**src/rtl/msrh_lsu_pkg.sv**
```systemverilog
// Shared LSU types and constants used by the L1D read-port arbiter and its picker.
package msrh_lsu_pkg;

  localparam int L1D_PADDR_W          = 40;
  localparam int L1D_DATA_W           = 64;
  localparam int L1D_RD_ARB_STARVE_TH = 8;

  typedef enum logic [1:0] {
    STATUS_NONE,
    STATUS_HIT,
    STATUS_MISS,
    STATUS_L1D_CONFLICT
  } lsu_status_t;

  typedef struct packed {
    logic                   valid;
    logic [L1D_PADDR_W-1:0] paddr;
  } l1d_rd_arb_req_t;

endpackage

```
**src/rtl/msrh_rr_age_picker.sv**
```systemverilog
// Round-robin one-hot picker with per-requester age counters; a requester whose
// age reaches STARVE_TH is promoted ahead of the round-robin order.
module msrh_rr_age_picker #(
  parameter int REQ_NUM   = 4,
  parameter int STARVE_TH = 8
) (
  input  logic               clk,
  input  logic               reset_n,
  input  logic [REQ_NUM-1:0] valid,
  input  logic               stall,
  output logic [REQ_NUM-1:0] grant,
  output logic               promoted
);

  localparam int AGE_W = $clog2(STARVE_TH + 1);
  localparam int PTR_W = $clog2(REQ_NUM);

  logic [PTR_W-1:0]   rr_ptr;
  logic [PTR_W-1:0]   next_ptr;
  logic [AGE_W-1:0]   age [REQ_NUM];
  logic [REQ_NUM-1:0] starved;
  logic               found;

  always_comb begin
    grant    = '0;
    promoted = 1'b0;
    found    = 1'b0;
    next_ptr = rr_ptr;
    for (int i = 0; i < REQ_NUM; i++) begin
      starved[i] = valid[i] && (age[i] == AGE_W'(STARVE_TH));
    end
    if (!stall) begin
      if (|starved) begin
        promoted = 1'b1;
        for (int i = 0; i < REQ_NUM; i++) begin
          if (!found && starved[i]) begin
            grant[i] = 1'b1;
            found    = 1'b1;
          end
        end
      end else begin
        // Scan offsets from the pointer so the first valid one after it wins.
        for (int k = 0; k < REQ_NUM; k++) begin
          for (int i = 0; i < REQ_NUM; i++) begin
            if (!found && valid[i] && (((int'(rr_ptr) + k) % REQ_NUM) == i)) begin
              grant[i] = 1'b1;
              found    = 1'b1;
            end
          end
        end
      end
    end
    for (int i = 0; i < REQ_NUM; i++) begin
      if (grant[i]) begin
        next_ptr = (i == REQ_NUM - 1) ? '0 : PTR_W'(i + 1);
      end
    end
  end

  always_ff @(posedge clk or negedge reset_n) begin
    if (!reset_n) begin
      rr_ptr <= '0;
      for (int i = 0; i < REQ_NUM; i++) begin
        age[i] <= '0;
      end
    end else begin
      rr_ptr <= next_ptr;
      for (int i = 0; i < REQ_NUM; i++) begin
        if (grant[i] || !valid[i]) begin
          age[i] <= '0;
        end else if (age[i] != AGE_W'(STARVE_TH)) begin
          age[i] <= age[i] + AGE_W'(1);
        end
      end
    end
  end

endmodule

```
**src/rtl/msrh_l1d_rd_arbiter.sv**
```systemverilog
// Shares the L1D read port among REQ_NUM requesters and routes s1 results back.
// Optional perf counters are built when MSRH_L1D_RD_ARB_PERF_EN is defined.
module msrh_l1d_rd_arbiter
  import msrh_lsu_pkg::*;
#(
  parameter int REQ_NUM   = 4,
  parameter int PADDR_W   = L1D_PADDR_W,
  parameter int DATA_W    = L1D_DATA_W,
  parameter int STARVE_TH = L1D_RD_ARB_STARVE_TH
) (
  input  logic                       i_clk,
  input  logic                       i_reset_n,
  input  logic [REQ_NUM-1:0]         i_req_valid,
  input  logic [REQ_NUM*PADDR_W-1:0] i_req_paddr,
  output logic [REQ_NUM-1:0]         o_req_ready,
  input  logic                       i_port_stall,
  output logic                       o_s0_valid,
  output logic [PADDR_W-1:0]         o_s0_paddr,
  input  logic                       i_s1_hit,
  input  logic                       i_s1_miss,
  input  logic                       i_s1_conflict,
  input  logic [DATA_W-1:0]          i_s1_data,
  output logic [REQ_NUM-1:0]         o_resp_valid,
  output lsu_status_t                o_resp_status,
  output logic [DATA_W-1:0]          o_resp_data
`ifdef MSRH_L1D_RD_ARB_PERF_EN
  ,
  output logic [REQ_NUM*32-1:0]      o_perf_grant_cnt,
  output logic [31:0]                o_perf_starve_cnt
`endif
);

  logic [REQ_NUM-1:0] grant;
  logic               promoted;
  logic [REQ_NUM-1:0] s1_grant_oh;

  msrh_rr_age_picker #(
    .REQ_NUM  (REQ_NUM),
    .STARVE_TH(STARVE_TH)
  ) u_picker (
    .clk     (i_clk),
    .reset_n (i_reset_n),
    .valid   (i_req_valid),
    .stall   (i_port_stall),
    .grant   (grant),
    .promoted(promoted)
  );

  assign o_req_ready = grant;
  assign o_s0_valid  = |grant;

  always_comb begin
    o_s0_paddr = '0;
    for (int i = 0; i < REQ_NUM; i++) begin
      o_s0_paddr = o_s0_paddr | ({PADDR_W{grant[i]}} & i_req_paddr[i*PADDR_W +: PADDR_W]);
    end
  end

  // Responses are never cancelled: the grant alone decides who sees s1.
  always_ff @(posedge i_clk or negedge i_reset_n) begin
    if (!i_reset_n) begin
      s1_grant_oh <= '0;
    end else begin
      s1_grant_oh <= grant;
    end
  end

  assign o_resp_valid = s1_grant_oh;
  assign o_resp_data  = i_s1_data;

  always_comb begin
    o_resp_status = STATUS_NONE;
    if (i_s1_hit) begin
      o_resp_status = STATUS_HIT;
    end else if (i_s1_conflict) begin
      o_resp_status = STATUS_L1D_CONFLICT;
    end else if (i_s1_miss) begin
      o_resp_status = STATUS_MISS;
    end
  end

`ifdef MSRH_L1D_RD_ARB_PERF_EN
  logic [31:0] grant_cnt [REQ_NUM];
  logic [31:0] starve_cnt;

  always_ff @(posedge i_clk or negedge i_reset_n) begin
    if (!i_reset_n) begin
      starve_cnt <= '0;
      for (int i = 0; i < REQ_NUM; i++) begin
        grant_cnt[i] <= '0;
      end
    end else begin
      if (promoted && (starve_cnt != '1)) begin
        starve_cnt <= starve_cnt + 32'd1;
      end
      for (int i = 0; i < REQ_NUM; i++) begin
        if (grant[i] && (grant_cnt[i] != '1)) begin
          grant_cnt[i] <= grant_cnt[i] + 32'd1;
        end
      end
    end
  end

  for (genvar g = 0; g < REQ_NUM; g++) begin : g_perf
    assign o_perf_grant_cnt[g*32 +: 32] = grant_cnt[g];
  end
  assign o_perf_starve_cnt = starve_cnt;
`else
  logic unused_promoted;
  assign unused_promoted = promoted;
`endif

`ifndef SYNTHESIS
  always_ff @(posedge i_clk) begin
    if (i_reset_n) begin
      assert ($onehot0(grant)) else $fatal(1, "l1d_rd_arbiter: grant is not one-hot");
      assert (!(i_s1_hit && i_s1_miss)) else $fatal(1, "l1d_rd_arbiter: s1 hit and miss together");
    end
  end
`endif

endmodule
```
**config.mk**
```make
export PLATFORM = sky130hd
export DESIGN_NAME = msrh_l1d_rd_arbiter
export DESIGN_NICKNAME = d
export VERILOG_FILES = /design/src/rtl/msrh_lsu_pkg.sv /design/src/rtl/msrh_rr_age_picker.sv /design/src/rtl/msrh_l1d_rd_arbiter.sv
export SDC_FILE = /design/constraint.sdc
export NUM_CORES = 1
export LEC_CHECK = 0
export CORE_AREA = 2 2 135 137
export CTS_BUF_LIST = sky130_fd_sc_hd__clkbuf_4
export DETAILED_ROUTE_END_ITERATION = 12
export DIE_AREA = 0 0 137 139
export GPL_ROUTABILITY_DRIVEN = 0
export GPL_TIMING_DRIVEN = 1
export PLACE_DENSITY_LB_ADDON = 0.12
export SYNTH_ARGS = -nofsm -noshare
export SYNTH_HDL_FRONTEND = slang
export SYNTH_SLANG_ARGS = --single-unit
```
**constraint.sdc**
```tcl
create_clock -name i_clk -period 3.5 [get_ports i_clk]
set_input_delay 0.35 -clock i_clk [delete_from_list [all_inputs] [get_ports i_clk]]
set_output_delay 0.35 -clock i_clk [all_outputs]
set_load 0.1 [all_outputs]
```
==> results_dict.tcl, run 1 <==
set metrics [dict create \
    port_buffers 220 \
    slew_headroom_pct 29.2 \
    yosysUniqueCellTypes 41 \
    crit_required_ns 3.15 \
    cts_tree "yes" \
    routed_wl_um 14000 \
    initial_core_util_pct 15.2 \
    die_x_um 137 \
    ys_seq_area_share_pct 20.4 \
    ios 349 \
    drc 0 \
    clk_path_buf_depth 2 \
    criticalPathCategory "reg2out" \
    viasPerCell 4.54 \
    fin_ws_ns 0.407 \
    critPathArrivalTime_ns 2.74 \
    leakage_nw 1.98 \
    grt_max_degree 44 \
    die-area_um2 19000 \
    root_buffer "clkbuf_4" \
    wl_met2_um 7760 \
    setup_viol 0 \
    ys_warn_count 0 \
    grt_pass1_vias 3247 \
    numCtsBuffers 3 \
    highest-signal-layer "met4" \
    synth_area_per_cell_um2 8.83 \
    grt_overflow 0 \
    grt_pass1_wl_um 20100 \
    cts_setup_buffers 0 \
    min_period_ns 3.09 \
    startpoint "u_picker.age[8]$_DFFE_PN0P_" \
    clkSinkCount 22 \
    fmax_ghz 0.323 \
    worst_slew_pin_slew_ns 1.06 \
    final_common_cell "clkdlybuf4s50_1" \
    worst-r2r-cell-count 8 \
    syn-num-nets 547 \
    power_frac_clock_pct 3.9 \
    r2r_slack_ns 1.29 \
    synth-main-ff-cell "dfrtp_1" \
    layout_common_cells "clkdlybuf4s50_1 (173), buf_12 (47), a221o_1 (41)" \
    wl_per_cell_um 20.6 \
    core_area_um2 17700 \
    layout.nets 691 \
    power.share.sequential_pct 10.2 \
    worst_ir_drop_vdd_uv 322 \
    p_total_mw 3.29 \
    cp_cell_sequence "inv_1 -> ha_1 -> and3b_1 -> a211oi_2 -> and3_2 -> buf_12 -> a32o_1 -> a221o_1 -> buf_12" \
    reg2reg_from "u_picker.age[0]$_DFFE_PN0P_" \
    synth.cell_area_um2 2690 \
    track_usage_pct 13.9 \
    setup_tns_ns 0 \
    startpoint_type "flip-flop" \
    p_int_mw 1.37 \
    dr_wl_met3_um 1030 \
    p_sw_share_pct 58.2 \
    num_rows 49 \
    drtIter0Drc 96 \
    area_growth_syn_to_layout_pct 90.8 \
    outcome "finished, final reports clean" \
    drive_above_1_share_pct 15.0 \
    dr_total_vias 3074 \
    drv_cap 0 \
    cp_max_fo 41 \
    worstReg2RegEnd "u_picker.age[12]$_DFFE_PN0P_" \
    worstHoldPathType "reg2reg" \
    cts.clk_slew.worst_paths_ns 0.13 \
    drv_slew 0 \
    net-switching-power_mw 1.91 \
    crit_end "o_s0_paddr[20]" \
    clock_latency_ns 0.32 \
    crit_slowest_cell "dfrtp_1" \
    wl_met1_um 5040 \
    setup.worst_path.end_class "output port" \
    crit_top_cell "buf_12" \
    synthCells 305 \
    hold_violations 0 \
    pwr-share-comb_pct 85.9 \
    first_pass_iters 4 \
    hpwl_um 11500 \
    dpl_cell_area_um2 5110 \
    final.setup_skew_ns 0.00767 \
    die_h_um 139 \
    stdcell_area_um2 5140 \
    min_period_over_period_pct 88.4 \
    antenna_found_initial 0 \
    h-tree-depth 1 \
    cts-resized-gates 0 \
    diodes 0 \
    postCtsHoldBufs 0 \
    dp_slack_ns 0.444 \
    synth-edff-count 0 \
    async_reset_ff_share_pct 100 \
    power_density_nw_per_um2 641 \
    synth-seq-cells 22 \
    ant_nets 0 \
    rsz0062_at_grt "false" \
    max_stage_delay_ns 0.43 \
]
[routing by layer]
metal  GRT usage (%)  vias to the layer above
met5               0                        -
met4            1.63                        0
met3            3.73                        8
met2            26.6                      197
met1            15.4                     1452
li1                -                     1417
[cell families after synthesis]
logic type      share of synthesized area, %
xor+xnor                                2.93
simple gates                            12.2
compound gates                          35.6
flops                                   20.4
buf+inv                                 25.1
fa+ha+maj                               3.72
[flip-flops by register name, summed over array words and instances, names as in the netlist]
name / count
o_resp_valid: 4
u_picker.rr_ptr: 2
u_picker.age: 16
[worst max-delay path: cells and delay by family, from the launching register on]
kind,cells,cell delay (ns)
adder cells (fa/ha/maj),1,0.16
AND/OR/NAND/NOR,2,0.56
flip-flops,1,0.43
buffers and inverters,3,0.46
AO/OA/AOI/OAI,3,0.77
[through the flow]
stage	util, %	instances	hold WS [ns]
after floorplan	-	305	0.0544
after global placement	28.9	673	0.518
after detailed placement	28.9	673	0.541
after CTS	29.1	677	0.560
after global routing	29.1	677	0.595
final	29.1	677	0.564
[area by class of cell]
class	instances	area, µm²
fillers	1845	12500
repair buffers	228	2730
multi-input cells	181	1490
flip-flops and latches	22	551
well taps	229	287
inverters	13	48.8
clock buffers	3	22.5
clock inverters	1	3.75
[how the worst min path moves through the flow]
stage	from	to	slack (ns)	cells past startpoint
6_report	u_picker.age[12]$_DFFE_PN0P_	u_picker.age[12]$_DFFE_PN0P_	0.56	1
3_3_place_gp	u_picker.age[12]$_DFFE_PN0P_	u_picker.age[12]$_DFFE_PN0P_	0.52	1
2_1_floorplan	i_reset_n	o_resp_valid[0]$_DFF_PN0_	0.05	0
3_5_place_dp	u_picker.age[12]$_DFFE_PN0P_	u_picker.age[12]$_DFFE_PN0P_	0.54	1
5_1_grt	u_picker.age[4]$_DFFE_PN0P_	u_picker.age[4]$_DFFE_PN0P_	0.59	1
4_1_cts	u_picker.age[12]$_DFFE_PN0P_	u_picker.age[12]$_DFFE_PN0P_	0.56	1
[power by group through the flow]
stage	logic [mW]	registers (mW)	clock network [mW]
2_1_floorplan	1.98	0.387	0
3_3_place_gp	2.85	0.340	0
3_5_place_dp	2.86	0.341	0
4_1_cts	2.86	0.337	0.131
5_1_grt	2.92	0.345	0.147
6_report	2.82	0.337	0.128
[Yosys cell counts, types with 2 or more instances]
cell type / instances / share of area, %
buf_4: 64 / 18
a221o_1: 41 / 15
a32o_1: 40 / 15
dfrtp_1: 22 / 20
buf_2: 12 / 2.2
inv_1: 12 / 1.7
nor2_1: 11 / 1.5
nand2_1: 10 / 1.4
clkbuf_1: 8 / 1.1
ha_1: 8 / 3.7
nand3_1: 7 / 1.3
a21oi_1: 6 / 1.1
o21ai_1: 6 / 1.1
and3_1: 5 / 1.2
buf_6: 5 / 2.1
xnor2_1: 5 / 1.6
nor3_1: 4 / 0.74
o21ai_0: 4 / 0.74
xor2_1: 4 / 1.3
nand2b_1: 3 / 0.70
nand3b_1: 3 / 0.84
nand4b_1: 3 / 0.98
and2_1: 2 / 0.46
nor2b_1: 2 / 0.46
o31ai_1: 2 / 0.56
No activity file was read; power rests on OpenSTA's default activity.
==> inputs of run 2 (changes only) <==
--- a/config.mk
+++ b/config.mk
@@ -5,6 +5,7 @@
 export SDC_FILE = /design/constraint.sdc
 export NUM_CORES = 1
 export LEC_CHECK = 0
+export CAP_MARGIN = 30
 export CORE_AREA = 2 2 135 137
 export CTS_BUF_LIST = sky130_fd_sc_hd__clkbuf_4
 export DETAILED_ROUTE_END_ITERATION = 12
@@ -15,3 +16,4 @@
 export SYNTH_ARGS = -nofsm -noshare
 export SYNTH_HDL_FRONTEND = slang
 export SYNTH_SLANG_ARGS = --single-unit
+export TNS_END_PERCENT = 5
==> run 2 against run 1 <==
- core utilization rose by 0.085 points
- clock power barely moved
- first-iteration DRC count rose by 13%
- non-clock buffer count rose by 1
- sequential share of layout area barely moved
- sequential power barely moved
- routed wire length rose by 1.2%
- register-to-register slack improved by 0.02 ns
- via count fell by 0.75%
- combinational power barely moved
- hold slack got worse by 0.24 ns
==> results_dict.tcl, run 2 (synthesis gave the netlist of run 1 again) <==
set metrics [dict create \
    outcome "finished, final reports clean" \
    num_rows 49 \
    cts_setup_buffers 0 \
    leakage_nw 1.99 \
    clk_path_buf_depth 2 \
    crit_required_ns 3.15 \
    largest-register "u_picker.age" \
    fin_ws_ns 0.404 \
    viasPerCell 4.50 \
    worst_ir_drop_vdd_uv 306 \
    postCtsHoldBufs 0 \
    hpwl_um 11600 \
    cts.clk_slew.worst_paths_ns 0.14 \
    grt_max_degree 44 \
    routed_wl_um 14100 \
    die_x_um 137 \
    startpoint "u_picker.age[8]$_DFFE_PN0P_" \
    min_period_ns 3.10 \
    fmax_ghz 0.323 \
    setup_viol 0 \
    area_growth_syn_to_layout_pct 91.3 \
    clkSinkCount 22 \
    worst_slew_pin_slew_ns 0.974 \
    diodes 0 \
    slew_headroom_pct 34.8 \
    criticalPathCategory "reg2out" \
    die_h_um 139 \
    final_util_pct 29.2 \
    clock_latency_ns 0.32 \
    layout.nets 692 \
    drive_above_1_share_pct 15.1 \
    ant_nets 0 \
    grt_pass1_vias 3287 \
    rsz0062_at_grt "false" \
    seq_area_um2 551 \
    ios 349 \
    nFillCells 1836 \
    critPathArrivalTime_ns 2.75 \
    cts_tree "yes" \
    grt_overflow 0 \
    power_density_nw_per_um2 640 \
    stdcell_area_um2 5150 \
    dpl_cell_area_um2 5120 \
    drv_cap 0 \
    grt_pass1_wl_um 20300 \
    final_common_cell "clkdlybuf4s50_1" \
    p_total_mw 3.30 \
    drv_slew 0 \
    multi_input_area_um2 1490 \
    die-area_um2 19000 \
    track_usage_pct 14.0 \
    first_pass_iters 4 \
    hold_violations 0 \
    final.setup_skew_ns 0.00730 \
    setup_tns_ns 0 \
    startpoint_type "flip-flop" \
    antenna_found_initial 0 \
    initial_core_util_pct 15.2 \
    worstHoldPathType "in2async" \
    setup.worst_path.end_class "output port" \
    dr_total_vias 3051 \
    wl_per_cell_um 20.8 \
    cp_max_fo 41 \
    port_buffers 220 \
    core_area_um2 17700 \
    h-tree-depth 1 \
    dp_slack_ns 0.437 \
    root_buffer "clkbuf_4" \
    min_period_over_period_pct 88.5 \
    layout_common_cells "clkdlybuf4s50_1 (173), buf_12 (47), a221o_1 (41)" \
    drc 0 \
    numCtsBuffers 3 \
    largest_reg_flops 16 \
    reg2reg_from "u_picker.age[0]$_DFFE_PN0P_" \
    drtIter0Drc 108 \
    cts-resized-gates 0 \
]
==> run 2: changes by cell type in the layout (fill, tap and decap cells not counted) <==
| cell | before | now |
|---|---|---|
| buf_8 | 0 | 1 |
==> run 2: power by group <==
group	total, mW	internal (mW)	leakage, nW	switching [mW]
clock	0.131	0.0418	0.0154	0.0893
combinational	2.83	1.04	1.68	1.79
sequential	0.336	0.295	0.292	0.0417
total	3.30	1.38	1.99	1.92
==> run 2: layer usage <==
layer  GRT usage [%]  vias to the layer above  wire [µm]
li1                -                     1414          -
met1            16.0                     1468       5230
met2            27.0                      165       7820
met3            3.33                        4       1010
met4            1.09                        0         50
met5               0                        -          0
==> run 2: area by class of cell <==
type / count / area share [%]
Multi-Input combinational cell: 181 / 29.0
Clock inverter: 1 / 0.0729
Clock buffer: 3 / 0.437
Sequential cell: 22 / 10.7
Inverter: 13 / 0.947
Tap cell: 229 / 5.56
Timing Repair Buffer: 229 / 53.3
==> run 2: worst max-delay path: stages (launching register included) <==
cell	delay (ns)
dfrtp_1	0.43
inv_1	0.09
ha_1	0.16
and3b_1	0.31
a211oi_2	0.13
and3_2	0.24
buf_12	0.17
a32o_1	0.29
a221o_1	0.36
buf_12	0.21
==> run 2: final timing paths <==
check | depth (start not counted) | endpoint | slack [ns]
max | 9 | o_s0_paddr[20] | 0.40
min | 1 | o_resp_valid[2]$_DFF_PN0_ | 0.32
max reg2reg | 8 | u_picker.age[12]$_DFFE_PN0P_ | 1.31
min reg2reg | 1 | u_picker.age[12]$_DFFE_PN0P_ | 0.56
max in group asynchronous | 2 | u_picker.age[15]$_DFFE_PN0P_ | 2.71
min in group i_clk | 1 | u_picker.age[12]$_DFFE_PN0P_ | 0.56
==> run 2: through the flow <==
stage	std cells	hold slack, ns
6_report	678	0.325
5_1_grt	678	0.344
4_1_cts	678	0.342
3_5_place_dp	674	0.544
3_3_place_gp	673	0.518
2_1_floorplan	305	0.0544
==> inputs of run 3 (changes only) <==
--- a/config.mk
+++ b/config.mk
@@ -5,6 +5,7 @@
 export SDC_FILE = /design/constraint.sdc
 export NUM_CORES = 1
 export LEC_CHECK = 0
+export ABC_CLOCK_PERIOD_IN_PS = 3500
 export CAP_MARGIN = 30
 export CORE_AREA = 2 2 135 137
 export CTS_BUF_LIST = sky130_fd_sc_hd__clkbuf_4
==> results of run 3 <==
The final DEF is identical to that of run 2; final timing and power are the same.
